**src/rtl/store_size_rmw_pkg.sv**
```systemverilog
// rtl/store_size_rmw_pkg.sv - shared store-size encodings and store FSM state type
package store_size_rmw_pkg;

    localparam logic [1:0] SIZE_WORD = 2'b00;
    localparam logic [1:0] SIZE_HALF = 2'b01;
    localparam logic [1:0] SIZE_BYTE = 2'b10;
    localparam logic [1:0] SIZE_RSVD = 2'b11;

    typedef enum logic [1:0] {
        IDLE,
        RD_WAIT,
        WRITE,
        DONE
    } state_t;

endpackage

```
**src/rtl/store_lane_merge.sv**
```systemverilog
// rtl/store_lane_merge.sv - merges a byte/half/word store into an old memory word
module store_lane_merge
    import store_size_rmw_pkg::*;
(
    input  logic [1:0]  size,
    input  logic [1:0]  byte_off,
    input  logic [31:0] store_data,
    input  logic [31:0] old_word,
    output logic [31:0] merged
);

    // Little-endian lanes: byte k lives at bits [8k+7:8k].
    always_comb begin
        merged = old_word;
        case (size)
            SIZE_WORD: merged = store_data;
            SIZE_HALF: begin
                if (byte_off[1]) merged[31:16] = store_data[15:0];
                else             merged[15:0]  = store_data[15:0];
            end
            SIZE_BYTE: merged[{byte_off, 3'b000} +: 8] = store_data[7:0];
            default:   merged = old_word;
        endcase
    end

endmodule

```
**src/rtl/store_size_rmw.sv**
```systemverilog
// rtl/store_size_rmw.sv - sw/sh/sb store executor with read-modify-write for sub-word stores
module store_size_rmw
    import store_size_rmw_pkg::*;
#(
    parameter int MEM_LATENCY = 1
) (
    input  logic        clk,
    input  logic        reset,
    input  logic        start,
    input  logic [1:0]  size,
    input  logic [31:0] addr,
    input  logic [31:0] store_data,
    input  logic [31:0] mem_rdata,
    output logic [31:0] mem_addr,
    output logic [31:0] mem_wdata,
    output logic        mem_wr,
    output logic        busy,
    output logic        done,
    output logic        misaligned
);

    localparam logic [2:0] CNT_LOAD = 3'(MEM_LATENCY - 1);

    state_t      state, state_n;
    logic [1:0]  size_q, off_q;
    logic [31:0] data_q;
    logic [2:0]  cnt, cnt_n;
    logic        busy_n, done_n, mis_n, wr_n;
    logic        accept, load_word, load_merge;
    logic [31:0] merged;

    store_lane_merge u_merge (
        .size       (size_q),
        .byte_off   (off_q),
        .store_data (data_q),
        .old_word   (mem_rdata),
        .merged     (merged)
    );

    // Outputs are registered from the next-state decision so they line up with the state.
    always_comb begin
        state_n    = state;
        cnt_n      = cnt;
        busy_n     = busy;
        done_n     = 1'b0;
        mis_n      = misaligned;
        wr_n       = 1'b0;
        accept     = 1'b0;
        load_word  = 1'b0;
        load_merge = 1'b0;
        case (state)
            IDLE: begin
                if (start) begin
                    accept  = 1'b1;
                    busy_n  = 1'b1;
                    mis_n   = 1'b0;
                    state_n = DONE;
                    done_n  = 1'b1;
                    case (size)
                        SIZE_WORD: begin
                            if (addr[1:0] == 2'b00) begin
                                state_n   = WRITE;
                                done_n    = 1'b0;
                                wr_n      = 1'b1;
                                load_word = 1'b1;
                            end else begin
                                mis_n = 1'b1;
                            end
                        end
                        SIZE_HALF: begin
                            if (!addr[0]) begin
                                state_n = RD_WAIT;
                                done_n  = 1'b0;
                                cnt_n   = CNT_LOAD;
                            end else begin
                                mis_n = 1'b1;
                            end
                        end
                        SIZE_BYTE: begin
                            state_n = RD_WAIT;
                            done_n  = 1'b0;
                            cnt_n   = CNT_LOAD;
                        end
                        default: mis_n = 1'b0;
                    endcase
                end
            end
            RD_WAIT: begin
                if (cnt == 3'd0) begin
                    state_n    = WRITE;
                    wr_n       = 1'b1;
                    load_merge = 1'b1;
                end else begin
                    cnt_n = cnt - 3'd1;
                end
            end
            WRITE: begin
                state_n = DONE;
                done_n  = 1'b1;
            end
            DONE: begin
                state_n = IDLE;
                busy_n  = 1'b0;
            end
            default: state_n = IDLE;
        endcase
    end

    always_ff @(posedge clk or posedge reset) begin
        if (reset) begin
            state      <= IDLE;
            cnt        <= 3'd0;
            size_q     <= 2'b00;
            off_q      <= 2'b00;
            data_q     <= 32'h0;
            mem_addr   <= 32'h0;
            mem_wdata  <= 32'h0;
            mem_wr     <= 1'b0;
            busy       <= 1'b0;
            done       <= 1'b0;
            misaligned <= 1'b0;
        end else begin
            state      <= state_n;
            cnt        <= cnt_n;
            mem_wr     <= wr_n;
            busy       <= busy_n;
            done       <= done_n;
            misaligned <= mis_n;
            if (accept) begin
                size_q   <= size;
                off_q    <= addr[1:0];
                data_q   <= store_data;
                mem_addr <= {addr[31:2], 2'b00};
            end
            if (load_word)  mem_wdata <= store_data;
            if (load_merge) mem_wdata <= merged;
        end
    end

endmodule

```
**config.mk**
```make
export PLATFORM = sky130hd
export DESIGN_NAME = store_size_rmw
export DESIGN_NICKNAME = d
export VERILOG_FILES = /design/src/rtl/store_size_rmw_pkg.sv /design/src/rtl/store_lane_merge.sv /design/src/rtl/store_size_rmw.sv
export SDC_FILE = /design/constraint.sdc
export NUM_CORES = 1
export LEC_CHECK = 0
export BUFFER_PORTS_ARGS = -buffer_cell sky130_fd_sc_hd__buf_2
export CAP_MARGIN = 30
export CORE_MARGIN = 5
export CORE_UTILIZATION = 35
export DETAILED_ROUTE_END_ITERATION = 7
export GPL_ROUTABILITY_DRIVEN = 0
export PLACE_DENSITY = 0.57
export SETUP_SLACK_MARGIN = 0.3
export SYNTH_ARGS = -nofsm -noshare
export SYNTH_HDL_FRONTEND = slang
export SYNTH_SLANG_ARGS = --single-unit
```
**constraint.sdc**
```tcl
create_clock -name clk -period 5.1 [get_ports clk]
set_clock_uncertainty 0.15 [all_clocks]
set_input_delay 0.765 -clock clk [delete_from_list [all_inputs] [get_ports clk]]
set_output_delay 0.765 -clock clk [all_outputs]
set_load 0.02 [all_outputs]
```
==> results of run 1 <==
==> cell families (layout without fill, tap and decap cells) <==
family	Yosys count	count (layout)
other	1	3
AND/OR/NAND/NOR	118	118
buffers and inverters	54	207
AO/OA/AOI/OAI	118	118
multiplexers	91	91
adder cells (fa/ha/maj)	15	15
flip-flops	107	107
==> metal layers <==
metal	global-route usage (%)	part of all wire (%)	up-vias
li1	-	-	2139
met4	6.27	1.4	6
met1	22.1	41	2178
met3	5.33	9.2	23
met5	0	0.22	-
met2	28.3	48	179
==> synthesized netlist by cell type (2+ instances only) <==
cell,number
a21oi_1,19
a221oi_1,16
a311o_1,8
a31oi_1,16
a32oi_1,7
and2_1,2
and3_1,2
buf_1,2
buf_2,8
buf_4,7
buf_6,5
clkbuf_1,13
dfrtp_1,107
ha_1,15
inv_1,19
mux2_2,55
mux2i_1,36
nand2_1,51
nand2b_1,12
nand3_1,9
nor2_1,21
nor2b_1,12
nor4_4,2
o211ai_1,2
o21ai_0,18
o21ai_1,2
o21bai_1,8
o221ai_1,15
==> cell type report <==
cell class	instances	area, µm²	share of cell area [%]
timing repair buffer	172	916	13.4
sequential	107	2680	39.1
antenna	1	2.50	0.0365
clock buffer	11	243	3.54
multi-input combinational	344	2620	38.2
tap	216	270	3.94
inverter	19	73.8	1.08
clock inverter	5	52.6	0.767
==> cell usage in the layout, fill, tap and decap left out, types with 2 or more instances in the layout <==
| cell | count |
|---|---|
| and3_1 | 2 |
| o221ai_1 | 15 |
| a221oi_1 | 16 |
| buf_2 | 166 |
| o21ai_1 | 2 |
| buf_4 | 4 |
| conb_1 | 2 |
| clkinv_2 | 3 |
| nor4_4 | 2 |
| nand2b_1 | 12 |
| nor2_1 | 21 |
| mux2i_1 | 36 |
| a311o_1 | 8 |
| ha_1 | 15 |
| o211ai_1 | 2 |
| nand2_1 | 51 |
| nor2b_1 | 12 |
| buf_16 | 2 |
| mux2_2 | 55 |
| dfrtp_1 | 107 |
| a32oi_1 | 7 |
| inv_1 | 18 |
| a31oi_1 | 16 |
| o21ai_0 | 18 |
| a21oi_1 | 19 |
| nand3_1 | 9 |
| o21bai_1 | 8 |
| clkbuf_16 | 9 |
==> sequential cells by signal, indices dropped and copies added (netlist names) <==
signal      cells
done            1
mem_wdata      32
mem_addr       30
cnt             3
state           2
misaligned      1
mem_wr          1
off_q           2
data_q         32
size_q          2
busy            1
==> metrics by stage <==
stage | std cells | hold WS [ns] | power (mW)
5_1_grt | 875 | 0.171 | 4.95
6_report | 875 | 0.162 | 4.61
4_1_cts | 874 | 0.155 | 4.68
3_5_place_dp | 858 | 0.339 | 3.95
2_1_floorplan | 505 | 0.332 | 3.26
3_3_place_gp | 856 | 0.336 | 3.88
==> final timing paths <==
kind | start | to | slack (ns) | cells after the start
max | state[0] | cnt[2] | 1.94 | 7
min | reset | mem_addr[12] | 0.16 | 2
max reg2reg | state[0] | cnt[2] | 1.94 | 7
min reg2reg | mem_addr[4] | mem_addr[4] | 0.36 | 1
max in group asynchronous | reset | data_q[18] | 3.61 | 4
min in group clk | mem_addr[4] | mem_addr[4] | 0.36 | 1
==> power by group <==
group / switching (mW) / internal (mW)
logic: 1.29 / 0.952
registers: 0.376 / 1.29
clock network: 0.311 / 0.392
total: 1.98 / 2.63
==> results_dict.tcl, run 1 <==
set metrics [dict create \
    status "finished, final reports clean" \
    crit_family "simple AND/OR/NAND/NOR gates" \
    yosysSeqAreaShare_pct 48.1 \
    relSlewSlack_pct 29.9 \
    synthFlopType "dfrtp_1" \
    endpoint_kind "flop" \
    cts_tree "built" \
    cp_max_fo 50 \
    synthAdderAreaFrac_pct 3.37 \
    track_usage_pct 17.5 \
    antenna_left 0 \
    core_area_mm2 0.0158 \
    cts_buffer_depth 2 \
    hold_violations 0 \
    yosysWarnings 0 \
    cts_root_buffer "clkbuf_16" \
    fmax_mhz 317 \
    irDropWorstVdd_v 0.000270 \
    dpl.hpwl_um 11800 \
    critPathBufInv 2 \
    viasPerCell 5.17 \
    placed_cell_area_mm2 0.00656 \
    finalInstanceArea_mm2 0.00685 \
    numCtsBuffers 9 \
    fin_tns_setup_ns 0 \
    start_kind "flop" \
    async_flop_share_pct 100 \
    min_period_over_period_pct 61.9 \
    synth.distinct_cells 43 \
    criticalPathCategory "flop to flop" \
    die_w_um 136 \
    slowest_delay_ns 0.66 \
    cp_data_arrival_time_ns 3.24 \
    p_per_area_mw_per_mm2 673 \
    ctsHoldBuffers 0 \
    rsz0062_at_grt "no" \
    first_iter_violations 204 \
    synth_xor_area_share_pct 0 \
    fill_cells 1597 \
    grt_start_max_net_pins 71 \
    cap_viol_max_count 0 \
    final_util_pct 43.5 \
    first_pass_iters 4 \
    worstHoldPathType "primary input to asynchronous set/reset pin" \
    die_y_um 136 \
    clock_sinks 107 \
    drc 0 \
    grt_antenna_before_repair 4 \
    nNetsFinal 769 \
    muxShareOfSynthArea_pct 17.6 \
    syn_to_final_growth_pct 23.1 \
    overflow 0 \
    avgSynthCellArea_um2 11.0 \
    dp_slack_ns 1.84 \
    crit_chain "inv_1 > ha_1 > and2_2 > buf_4 > o21ai_1 > and3_1 > or3_1" \
    grt_pass1_wl_um 25300 \
    yosys-top-cells-area "dfrtp_1 48%, mux2_2 11%, mux2i_1 6.5%" \
    num_vias 4525 \
    finalSetupViolations 0 \
    pin_count 169 \
    setup_ws_ns 1.94 \
    portBuffers 166 \
    netlist_area_mm2 0.00557 \
    cts_setup_buffers 0 \
    drt-total-wl_um 16000 \
    clkTransAtPathRegs_ns 0.07 \
    row_count 46 \
    die_area_mm2 0.0185 \
    drive_gt1_share_pct 37.8 \
    clock_latency_ns 0.35 \
    initial_utilization_pct 35.3 \
    grt_pass1_vias 4818 \
    synth_simple_gate_area_share_pct 10.9 \
    yosysTopAreaCell "dfrtp_1" \
    synth_compound_area_share_pct 15.1 \
    cts_resized 0 \
    report.final.slew_viol_count 0 \
    synth.top_cell.area_share_pct 48.1 \
    synth-edff-count 0 \
    synth_top_family_by_area "multiplexers" \
    ys_seq_elements 107 \
    min_period_ns 3.16 \
    cp_data_required_time_ns 5.18 \
    tightest_slew_ns 1.05 \
    critPathSlowestCell "and2_2" \
    synth_cells 504 \
    wl_per_cell_um 18.3 \
    p_leak_nw 3.25 \
    h-tree-depth 3 \
]
Note: power is estimated with default switching activity, not from simulation.
==> run 2, diff against run 1 <==
==> constraint.sdc (replaced) <==
create_clock -name clk -period 3.1 [get_ports clk]
set_clock_uncertainty 0.15 [all_clocks]
set_input_delay 0.465 -clock clk [delete_from_list [all_inputs] [get_ports clk]]
set_output_delay 0.465 -clock clk [all_outputs]
set_load 0.02 [all_outputs]
==> run 2 against run 1 <==
Effect of this change: final cell count up 0.57%; highest routed layer unchanged; utilization increased by 0.087 points; worst setup slack lost 1.3 ns; final area up 0.20%; die area unchanged; sequential cell count unchanged; sequential share of layout area shrank 0.078 points; critical path type unchanged; global-route usage grew 0.30 points; register-to-register slack worse by 1.3 ns; count of clock-buffer cells in the layout is 1 lower.
==> results_dict.tcl, run 2 (synthesized netlist as in run 1, its figures left out) <==
set metrics [dict create \
    die_w_um 136 \
    p_per_area_mw_per_mm2 1110 \
    finalSetupViolations 0 \
    drc 0 \
    cts_setup_buffers 0 \
    antenna_left 0 \
    cap_viol_max_count 0 \
    drive_gt1_share_pct 38.2 \
    fin_tns_setup_ns 0 \
    num_vias 4562 \
    relSlewSlack_pct 50.6 \
    clock_latency_ns 0.35 \
    initial_utilization_pct 35.3 \
    final_cell_mix "166 x buf_2, 107 x dfrtp_1, 55 x mux2_2" \
    fill_cells 1559 \
    h-tree-depth 3 \
    cts_buffer_depth 2 \
    cp_data_required_time_ns 3.22 \
    grt_use_met2_pct 28.8 \
    portBuffers 166 \
    cts_root_buffer "clkbuf_16" \
    cp_data_arrival_time_ns 2.59 \
    crit_chain "inv_1 > ha_1 > nor2b_1 > a311o_1 > o221ai_1 > mux2i_1" \
    min_period_over_period_pct 79.7 \
    grt_pass1_wl_um 25600 \
    rsz0062_at_grt "no" \
    die_area_mm2 0.0185 \
    grt_start_max_net_pins 74 \
    die_y_um 136 \
    wl_per_cell_um 18.5 \
    row_count 46 \
    first_pass_iters 5 \
    tightest_slew_ns 0.740 \
    cp_max_fo 9 \
    pin_count 169 \
    nNetsFinal 774 \
    clock_sinks 107 \
    p_leak_nw 3.25 \
    irDropWorstVdd_v 0.000663 \
    status "finished, final reports clean" \
    worstHoldPathType "primary input to flop" \
    min_period_ns 2.47 \
    syn_to_final_growth_pct 23.3 \
    dpl.hpwl_um 12000 \
    critPathSlowestCell "nor2b_1" \
    largestRegisters "data_q: 32 flops, mem_wdata: 32 flops, mem_addr: 30 flops" \
    p_total_mw 7.63 \
    core_area_mm2 0.0158 \
    clkTransAtPathRegs_ns 0.07 \
    criticalPathCategory "flop to flop" \
    grt_pass1_vias 4749 \
    use_met1_pct 22.4 \
    cts_tree "built" \
    track_usage_pct 17.8 \
    grt_antenna_before_repair 5 \
    fmax_mhz 405 \
    drt-total-wl_um 16300 \
    top_usage_layer "met2" \
    hold_violations 0 \
    numCtsBuffers 9 \
    multi_input_area_mm2 0.00262 \
    grt_use_met3_pct 6.77 \
    report.final.slew_viol_count 0 \
    final_common_cell "buf_2" \
    start_kind "flop" \
    slowest_delay_ns 0.52 \
    endpoint_kind "flop" \
    viasPerCell 5.18 \
    overflow 0 \
    regArea_mm2 0.00268 \
    first_iter_violations 289 \
]
-- run 2: cell count changes in the layout (fill, tap and decap cells not counted), sizes merged --
cell         change
clkbuf           -1
clkinv           -1
dlygate4sd3      +1
inv              -1
clkinvlp         +3
buf              +4
-- run 2: stage by stage --
stage / cell area (µm²) / setup slack [ns] / cells / hold WS [ns] / utilization (%)
final: 6870 / 0.631 / 880 / 0.191 / 43.5
after global routing: 6870 / 0.446 / 880 / 0.180 / 43.5
after CTS: 6870 / 0.650 / 879 / 0.177 / 43.5
after detailed placement: 6560 / 0.676 / 862 / 0.221 / 41.6
after global placement: 6560 / 0.764 / 862 / 0.218 / 41.6
after floorplan: 5580 / 1.14 / 505 / 0.332 / -
-- run 2: layout make-up --
cell class / count / share of cell area (%)
antenna: 1 / 0.0364
clock buffer: 10 / 3.33
clock inverter: 6 / 0.966
inverter: 19 / 1.09
multi-input combinational: 344 / 38.1
sequential: 107 / 39.0
tap: 216 / 3.94
timing repair buffer: 177 / 13.5
-- run 2: timing repair --
action / in CTS / in global routing
gates resized for setup: 0 / 0
hold buffers: 1 / 0
endpoints found under the hold margin: 3 / 0
-- run 2: path summary, 6_finish.rpt --
| kind | startpoint | to | slack [ns] | cells past startpoint |
|---|---|---|---|---|
| setup / recovery | off_q[0] | mem_wdata[18] | 0.63 | 6 |
| hold / removal | addr[10] | mem_addr[10] | 0.19 | 2 |
| setup reg to reg | off_q[0] | mem_wdata[18] | 0.63 | 6 |
| hold reg to reg | mem_addr[21] | mem_addr[21] | 0.36 | 1 |
| max in group asynchronous | reset | mem_wdata[15] | 1.80 | 4 |
| min in group asynchronous | reset | mem_addr[14] | 0.40 | 3 |
-- run 2: power by group --
part	switching, mW	internal, mW
registers	0.550	2.12
logic	2.22	1.60
clock network	0.523	0.627
-- run 2: layer usage --
| metal | part of all wire, % | vias up |
|---|---|---|
| met5 | 0.28 | - |
| met4 | 1.5 | 8 |
| met3 | 10 | 24 |
| met2 | 48 | 176 |
| met1 | 40 | 2215 |
| li1 | - | 2139 |
-- run 2: worst max-delay path: cells and delay by family, from the launching register on --
| family | cells | cell delay (ns) |
|---|---|---|
| buffers and inverters | 1 | 0.28 |
| multiplexers | 1 | 0.17 |
| adder cells (fa/ha/maj) | 1 | 0.42 |
| flip-flops | 1 | 0.44 |
| AO/OA/AOI/OAI | 2 | 0.40 |
| AND/OR/NAND/NOR | 1 | 0.52 |
